--- src/rtl/pi_loop_clamped_if.sv ---
// Converter handshake bundle between the PI loop controller (master) and the
// ADC/DAC front-end (slave).
interface pi_loop_clamped_if #(
    parameter int ADC_WID      = 18,
    parameter int DAC_DATA_WID = 20
);
    logic signed [ADC_WID-1:0]      adc_val;
    logic                           adc_arm;
    logic                           adc_fin;
    logic signed [DAC_DATA_WID-1:0] dac_val;
    logic                           dac_arm;
    logic                           dac_fin;

    modport master (
        input  adc_val, adc_fin, dac_fin,
        output adc_arm, dac_val, dac_arm
    );

    modport slave (
        output adc_val, adc_fin, dac_fin,
        input  adc_arm, dac_val, dac_arm
    );
endinterface

--- src/rtl/pi_loop_clamped.sv ---
// Sequential PI controller: sample ADC, serial-multiply alpha*e and P*e_prev,
// accumulate with anti-windup, clamp, then write the DAC.
module pi_loop_clamped #(
    parameter int ADC_WID         = 18,
    parameter int DAC_DATA_WID    = 20,
    parameter int CONSTS_WID      = 48,
    parameter int CONSTS_FRAC_WID = 33,
    parameter int DELAY_WID       = 16
) (
    input  logic                           clk,
    input  logic                           rst_L,
    input  logic                           run,
    input  logic signed [ADC_WID-1:0]      setpt,
    input  logic signed [CONSTS_WID-1:0]   alpha,
    input  logic signed [CONSTS_WID-1:0]   p,
    input  logic        [DELAY_WID-1:0]    dely,
    input  logic signed [DAC_DATA_WID-1:0] out_min,
    input  logic signed [DAC_DATA_WID-1:0] out_max,
    input  logic signed [DAC_DATA_WID-1:0] init_val,
    output logic                           running,
    output logic signed [ADC_WID:0]        err_out,
    output logic                           sat_hi,
    output logic                           sat_lo,
    output logic        [31:0]             cycle_cnt,
    pi_loop_clamped_if.master              cnv
);

    localparam int EW    = ADC_WID + 1;
    localparam int DW    = DAC_DATA_WID;
    localparam int PW    = CONSTS_WID + EW;
    localparam int AW    = PW + 1;
    localparam int QW    = AW - CONSTS_FRAC_WID;
    localparam int YW    = ((QW > DW) ? QW : DW) + 1;
    localparam int CNT_W = $clog2(EW);

    typedef enum logic [2:0] {
        IDLE, WAIT_DELAY, ADC, MUL_A, MUL_P, SUM, DAC
    } state_t;

    state_t                 state, state_nxt;
    logic [DELAY_WID-1:0]   timer;
    logic [CNT_W-1:0]       bit_cnt;
    logic signed [DW-1:0]   base, out_min_s, out_max_s, dac_val_r, y_clamped;
    logic signed [ADC_WID-1:0]    setpt_s;
    logic signed [CONSTS_WID-1:0] alpha_s, p_s;
    logic signed [EW-1:0]   err_cur, err_prev, err_calc;
    logic signed [PW-1:0]   mcand, prod, prod_alpha, mul_term, prod_nxt;
    logic [EW-1:0]          mplier;
    logic signed [AW-1:0]   acc, acc_new;
    logic signed [YW-1:0]   y;
    logic                   clamp_hi, clamp_lo, consts_changed, mul_last, wait_done;

    // Floor-scale the accumulator to integer DAC units and add the base.
    function automatic logic signed [YW-1:0] scale_out(
        input logic signed [AW-1:0] a,
        input logic signed [DW-1:0] b
    );
        logic signed [AW-1:0] q;
        q = a >>> CONSTS_FRAC_WID;
        return YW'(q) + YW'(b);
    endfunction

    // Returns {hi_flag, lo_flag, value}; inverted limits resolve to out_min.
    function automatic logic [DW+1:0] clamp_out(
        input logic signed [YW-1:0] v,
        input logic signed [DW-1:0] mn,
        input logic signed [DW-1:0] mx
    );
        logic signed [YW-1:0] mn_x, mx_x;
        mn_x = YW'(mn);
        mx_x = YW'(mx);
        if (mn > mx)
            return {2'b01, mn};
        else if (v > mx_x)
            return {2'b10, mx};
        else if (v < mn_x)
            return {2'b01, mn};
        else
            return {2'b00, v[DW-1:0]};
    endfunction

    assign wait_done = (timer >= dely);
    assign mul_last  = (bit_cnt == CNT_W'(EW - 1));
    assign running   = (state != IDLE);
    assign cnv.adc_arm = (state == ADC);
    assign cnv.dac_arm = (state == DAC);
    assign cnv.dac_val = dac_val_r;

    always_comb begin
        consts_changed = (setpt != setpt_s) || (alpha != alpha_s) || (p != p_s) ||
                         (out_min != out_min_s) || (out_max != out_max_s);
        err_calc = $signed({cnv.adc_val[ADC_WID-1], cnv.adc_val}) -
                   $signed({setpt_s[ADC_WID-1], setpt_s});
        // The multiplier's MSB carries negative weight, so the last step subtracts.
        mul_term = mplier[0] ? mcand : '0;
        prod_nxt = mul_last ? (prod - mul_term) : (prod + mul_term);
        acc_new  = acc + AW'(prod_alpha) - AW'(prod);
        y        = scale_out(acc_new, base);
        {clamp_hi, clamp_lo, y_clamped} = clamp_out(y, out_min_s, out_max_s);
    end

    always_ff @(posedge clk or negedge rst_L) begin
        if (!rst_L) state <= IDLE;
        else        state <= state_nxt;
    end

    always_comb begin
        state_nxt = state;
        case (state)
            IDLE:       if (run) state_nxt = WAIT_DELAY;
            WAIT_DELAY: if (!run) state_nxt = IDLE;
                        else if (wait_done) state_nxt = ADC;
            ADC:        if (cnv.adc_fin) state_nxt = MUL_A;
            MUL_A:      if (mul_last) state_nxt = MUL_P;
            MUL_P:      if (mul_last) state_nxt = SUM;
            SUM:        state_nxt = DAC;
            DAC:        if (cnv.dac_fin) state_nxt = WAIT_DELAY;
            default:    state_nxt = IDLE;
        endcase
    end

    // Operand sampling and the shift-add multiplier; no reset needed here.
    always_ff @(posedge clk) begin
        case (state)
            IDLE: begin
                if (run) begin
                    base      <= init_val;
                    setpt_s   <= setpt;
                    alpha_s   <= alpha;
                    p_s       <= p;
                    out_min_s <= out_min;
                    out_max_s <= out_max;
                end
            end
            WAIT_DELAY: begin
                if (run && wait_done) begin
                    setpt_s   <= setpt;
                    alpha_s   <= alpha;
                    p_s       <= p;
                    out_min_s <= out_min;
                    out_max_s <= out_max;
                end
            end
            ADC: begin
                if (cnv.adc_fin) begin
                    err_cur <= err_calc;
                    mcand   <= PW'(alpha_s);
                    mplier  <= err_calc;
                    prod    <= '0;
                end
            end
            MUL_A: begin
                if (mul_last) begin
                    prod_alpha <= prod_nxt;
                    mcand      <= PW'(p_s);
                    mplier     <= err_prev;
                    prod       <= '0;
                end else begin
                    mcand  <= mcand <<< 1;
                    mplier <= mplier >> 1;
                    prod   <= prod_nxt;
                end
            end
            MUL_P: begin
                mcand  <= mcand <<< 1;
                mplier <= mplier >> 1;
                prod   <= prod_nxt;
            end
            default: ;
        endcase
    end

    always_ff @(posedge clk or negedge rst_L) begin
        if (!rst_L) begin
            timer     <= '0;
            bit_cnt   <= '0;
            acc       <= '0;
            err_prev  <= '0;
            cycle_cnt <= '0;
            dac_val_r <= '0;
            err_out   <= '0;
            sat_hi    <= 1'b0;
            sat_lo    <= 1'b0;
        end else begin
            case (state)
                IDLE: begin
                    if (run) begin
                        acc       <= '0;
                        err_prev  <= '0;
                        cycle_cnt <= '0;
                        timer     <= '0;
                    end
                end
                WAIT_DELAY: begin
                    if (run) begin
                        if (wait_done) begin
                            // A retuned loop must not inherit history from the old gains.
                            if (consts_changed) begin
                                acc      <= '0;
                                err_prev <= '0;
                            end
                        end else begin
                            timer <= timer + DELAY_WID'(1);
                        end
                    end
                end
                ADC: begin
                    if (cnv.adc_fin) bit_cnt <= '0;
                end
                MUL_A, MUL_P: begin
                    bit_cnt <= mul_last ? '0 : bit_cnt + CNT_W'(1);
                end
                SUM: begin
                    if (!(clamp_hi || clamp_lo)) acc <= acc_new;
                    err_prev  <= err_cur;
                    dac_val_r <= y_clamped;
                    sat_hi    <= clamp_hi;
                    sat_lo    <= clamp_lo;
                end
                DAC: begin
                    if (cnv.dac_fin) begin
                        cycle_cnt <= cycle_cnt + 32'd1;
                        err_out   <= err_cur;
                        timer     <= '0;
                    end
                end
                default: ;
            endcase
        end
    end

endmodule

--- src/flat_wrapper.sv ---
// flat-port wrapper written by rule: the top's interface ports become plain ports
module pi_loop_clamped_flat 
#(
    parameter int ADC_WID         = 18,
    parameter int DAC_DATA_WID    = 20,
    parameter int CONSTS_WID      = 48,
    parameter int CONSTS_FRAC_WID = 33,
    parameter int DELAY_WID       = 16
)
  (clk, rst_L, run, setpt, alpha, p, dely, out_min, out_max, init_val, running, err_out, sat_hi, sat_lo, cycle_cnt, cnv_adc_val, cnv_adc_fin, cnv_dac_fin, cnv_adc_arm, cnv_dac_val, cnv_dac_arm);
  pi_loop_clamped_if #(.ADC_WID(ADC_WID), .DAC_DATA_WID(DAC_DATA_WID)) cnv_i ();
  input  logic clk;
  input  logic rst_L;
  input  logic run;
  input  logic signed [ADC_WID-1:0] setpt;
  input  logic signed [CONSTS_WID-1:0] alpha;
  input  logic signed [CONSTS_WID-1:0] p;
  input  logic        [DELAY_WID-1:0] dely;
  input  logic signed [DAC_DATA_WID-1:0] out_min;
  input  logic signed [DAC_DATA_WID-1:0] out_max;
  input  logic signed [DAC_DATA_WID-1:0] init_val;
  output logic running;
  output logic signed [ADC_WID:0] err_out;
  output logic sat_hi;
  output logic sat_lo;
  output logic        [31:0] cycle_cnt;
  input wire logic [$bits(cnv_i.adc_val)-1:0] cnv_adc_val;
  input wire logic [$bits(cnv_i.adc_fin)-1:0] cnv_adc_fin;
  input wire logic [$bits(cnv_i.dac_fin)-1:0] cnv_dac_fin;
  output wire logic [$bits(cnv_i.adc_arm)-1:0] cnv_adc_arm;
  output wire logic [$bits(cnv_i.dac_val)-1:0] cnv_dac_val;
  output wire logic [$bits(cnv_i.dac_arm)-1:0] cnv_dac_arm;
  assign cnv_i.adc_val = cnv_adc_val;
  assign cnv_i.adc_fin = cnv_adc_fin;
  assign cnv_i.dac_fin = cnv_dac_fin;
  assign cnv_adc_arm = cnv_i.adc_arm;
  assign cnv_dac_val = cnv_i.dac_val;
  assign cnv_dac_arm = cnv_i.dac_arm;
  pi_loop_clamped #(.ADC_WID(ADC_WID), .DAC_DATA_WID(DAC_DATA_WID), .CONSTS_WID(CONSTS_WID), .CONSTS_FRAC_WID(CONSTS_FRAC_WID), .DELAY_WID(DELAY_WID)) u_core (.clk(clk), .rst_L(rst_L), .run(run), .setpt(setpt), .alpha(alpha), .p(p), .dely(dely), .out_min(out_min), .out_max(out_max), .init_val(init_val), .running(running), .err_out(err_out), .sat_hi(sat_hi), .sat_lo(sat_lo), .cycle_cnt(cycle_cnt), .cnv(cnv_i));
endmodule
--- config.mk ---
export PLATFORM = sky130hd
export DESIGN_NAME = pi_loop_clamped_flat
export DESIGN_NICKNAME = d
export VERILOG_FILES = /design/src/rtl/pi_loop_clamped_if.sv /design/src/rtl/pi_loop_clamped.sv /design/src/flat_wrapper.sv
export SDC_FILE = /design/constraint.sdc
export NUM_CORES = 2
export LEC_CHECK = 0
export ABC_CLOCK_PERIOD_IN_PS = 18800
export CORE_ASPECT_RATIO = 0.6
export CORE_UTILIZATION = 45
export DETAILED_ROUTE_END_ITERATION = 12
export DONT_BUFFER_PORTS = 1
export PLACE_DENSITY = 0.56
export SLEW_MARGIN = 25
export SYNTH_ARGS = -nofsm -noshare
export SYNTH_HDL_FRONTEND = slang
export SYNTH_SLANG_ARGS = --single-unit
--- constraint.sdc ---
create_clock -name clk -period 18.8 [get_ports clk]
set_input_delay 1.88 -clock clk [delete_from_list [all_inputs] [get_ports clk]]
set_output_delay 1.88 -clock clk [all_outputs]
set_load 0.05 [all_outputs]
==> run_results.csv <==
group,metric,value,unit
run_status,status,"finished, final reports clean",
final_layout,final_cell_mix,"inv_1 (482), edfxtp_1 (413), nand2_1 (399)",
drt,dr_wl_met2,48.3,mm
yosys,synth.distinct_cells,79,
clock_tree,clk_latency,0.70,ns
global_route,grt_pass1_vias,27900,
clock_tree,cts_tree,"yes",
timing,period_needed,11.09,ns
timing,hold_viol,0,
clock_tree,cts.clk_slew.worst_paths,0.06,ns
setup_path,critPathLaunchType,"flip-flop",
drt,wl_met1,67.7,mm
yosys,ys_seq_area_share,42.3,%
timing,rsz0062_at_grt,"no",
die,ios,289,
yosys,ys_seq_elements,597,
final_layout,area_growth_syn_to_layout,8.04,%
setup_path,critPathBufInv,3,
job,max_cap_violations,0,
global_route,antenna_found_initial,0,
final_layout,final_core_util,49.4,%
clock_tree,ctsLongestPathBuffers,3,
drt,dr.pass1.iters,9,
timing,worstMarginPinSlew,1.18,ns
yosys,avgSynthCellArea,9.78,µm²
yosys,postSynthCellCount,4116,
setup_path,critical_path.slowest_cell,"buf_4",
drt,drt-total-wl,134,mm
die,die-area,0.0907,mm²
timing,fmax,90.2,MHz
place,io_buffers,0,
setup_path,critPathArrivalTime,11.58,ns
clock_tree,post_cts_resized,0,
global_route,grt_max_degree,185,
die,die_y,234,µm
setup_path,reg2reg_to,"u_core.acc[46]",
die,coreArea,0.0881,mm²
drt,met3_length,17.0,mm
setup_path,cp-end-kind,"flip-flop",
clock_tree,post_cts_buffers,0,
yosys,synth_edf_count,413,
final_layout,drive_gt1_share,4.16,%
final_layout,mostFrequentLayoutCell,"inv_1",
setup_path,rr_worst_depth,39,
setup_path,reg2reg_slack,7.71,ns
timing,tns,0,ns
die,die_w,388,µm
timing,maxSlewViolCount,0,
global_route,grt_first_pass_wirelength,196,mm
clock_tree,cts_hold_repair.buffers,0,
yosys,ys.flop_type,"edfxtp_1",
timing,maxSlewHeadroom,20.4,%
yosys,ys_async_sr_fraction,30.8,%
setup_path,worstPathRequired,19.29,ns
timing,fin_ws,7.71,ns
global_route,track_usage,29.2,%
setup_path,cp.depth,39,
hold_path,min_to,"u_core.err_out[14]",
drt,vias,31600,
drt,ant_nets,0,
hold_path,hp-class,"flip-flop to flip-flop",
place,gp_congestion,0.968,
timing,finalCritPeriodShare,59.0,%
yosys,yosysWarnings,0,
setup_path,critical_path.most_common_cell,"nor2_1",
place,dp_slack,7.88,ns
place,dp_hpwl,107,mm
drt,wl_per_cell,25.5,µm
clock_tree,cts-root-buf,"clkbuf_16",
timing,finalSetupViolations,0,
die,fp-row-count,84,
setup_path,critPathTopFamily,"compound AO/OA/AOI/OAI gates",
setup_path,slowest_delay,0.78,ns
clock_tree,numCtsBuffers,60,
setup_path,worstSetupPathType,"flip-flop to flip-flop",
die,initial_core_util,45.7,%
hold_path,holdPathStages,2,
drt,initialDrtViolationCount,4041,
clock_tree,cts.sinks,597,
hold_path,hp-start,"u_core.err_cur[14]",
setup_path,crit_path_max_fanout,82,
final_layout,fin_nets,4645,
drt,routed_via_density,5.99,
clock_tree,h-tree-depth,2,
final_layout,antenna_cells,0,
setup_path,timing.rr.start,"u_core.prod[1]",
timing,fin_skew,0.0624,ns
drt,highest_layer,"met4",
drt,drc_errors,0,
yosys,syn_area,0.0402,mm²
yosys,syn_nets,4698,
global_route,gr-total-overflow,0,
==> per-layer routing <==
layer,vias up,track usage [%]
li1,14600,-
met4,0,3.67
met1,15400,49.1
met2,1462,35.8
met5,-,0
met3,90,8.53
==> through the flow <==
stage               hold slack [ns]  cell area (µm²)  cells
floorplan                     0.442            40200   4116
global placement              0.460            41400   5162
detailed placement            0.466            41400   5162
CTS                           0.480            43500   5274
global route                  0.500            43500   5274
finish                        0.479            43500   5274
==> synthesized netlist by cell type (18+ instances only) <==
cell type / instances / area [µm²]
inv_1: 483 / 1810
edfxtp_1: 413 / 12400
nand2_1: 399 / 1500
ha_1: 299 / 3740
a21oi_1: 239 / 1200
o21ai_0: 219 / 1100
xnor2_1: 193 / 1690
nor2_1: 188 / 706
dfrtp_1: 184 / 4600
xor2_1: 181 / 1590
a21o_1: 139 / 1040
clkbuf_1: 131 / 492
nand3_1: 88 / 440
nand4_1: 83 / 519
and2_1: 77 / 482
fa_1: 70 / 1400
a222oi_1: 58 / 581
a22o_1: 57 / 499
o31ai_1: 50 / 375
nor2b_1: 42 / 263
nor3_1: 40 / 200
and3_1: 35 / 219
nand2b_1: 35 / 219
nor4_1: 33 / 206
a31oi_1: 31 / 194
o211ai_1: 31 / 233
or3_1: 28 / 175
o21a_1: 27 / 203
o21bai_1: 25 / 188
a211oi_1: 21 / 158
mux2i_1: 19 / 190
o22ai_1: 18 / 113
==> registers in the layout, indices dropped and copies added (netlist names), 5 cells and up <==
name	cells
u_core.acc	68
u_core.err_cur	19
u_core.mplier	19
u_core.out_min_s	20
u_core.cnv.dac_val	20
u_core.alpha_s	48
u_core.timer	16
u_core.cycle_cnt	32
u_core.err_prev	19
u_core.prod_alpha	67
u_core.err_out	19
u_core.out_max_s	20
u_core.prod	67
u_core.bit_cnt	5
u_core.mcand	67
u_core.p_s	48
u_core.setpt_s	18
u_core.base	20
==> final cells by class <==
type	instances	area [µm²]
sequential	597	17000
fill	8094	44600
clock buffer	75	1590
tap	1161	1450
timing repair buffer	28	210
clock inverter	37	434
multi-input combinational	2892	21000
inverter	484	1820
==> worst register-to-register path, delay by kind of cell, from the launching register on <==
| family | cells | cell delay (ns) |
|---|---|---|
| fa+ha+maj | 4 | 1.67 |
| compound gates | 19 | 5.15 |
| xor+xnor | 3 | 0.50 |
| simple gates | 10 | 2.02 |
| flops | 1 | 0.44 |
| buf+inv | 3 | 1.09 |
==> worst max-delay path by stage <==
stage	start	endpoint	slack (ns)
after floorplan	u_core.acc[1]	u_core.acc[46]	9.85
after global placement	u_core.acc[1]	u_core.acc[33]	8.11
after detailed placement	u_core.acc[1]	u_core.acc[46]	7.88
after CTS	u_core.prod[1]	u_core.acc[46]	7.79
after global routing	u_core.prod[1]	u_core.acc[46]	6.85
final	u_core.prod[1]	u_core.acc[46]	7.71
==> cells by family after synthesis <==
group / count (synthesis) / synth area share (%)
AO/OA/AOI/OAI: 1032 / 17.2
XOR/XNOR: 374 / 8.14
adder cells (fa/ha/maj): 369 / 12.8
buffers and inverters: 627 / 5.86
flip-flops: 597 / 42.3
multiplexers: 22 / 0.557
AND/OR/NAND/NOR: 1095 / 13.1
Power is left out: the tool's default activity adds up to more than one toggle a clock period on the data nets, which glitch-free logic cannot reach.
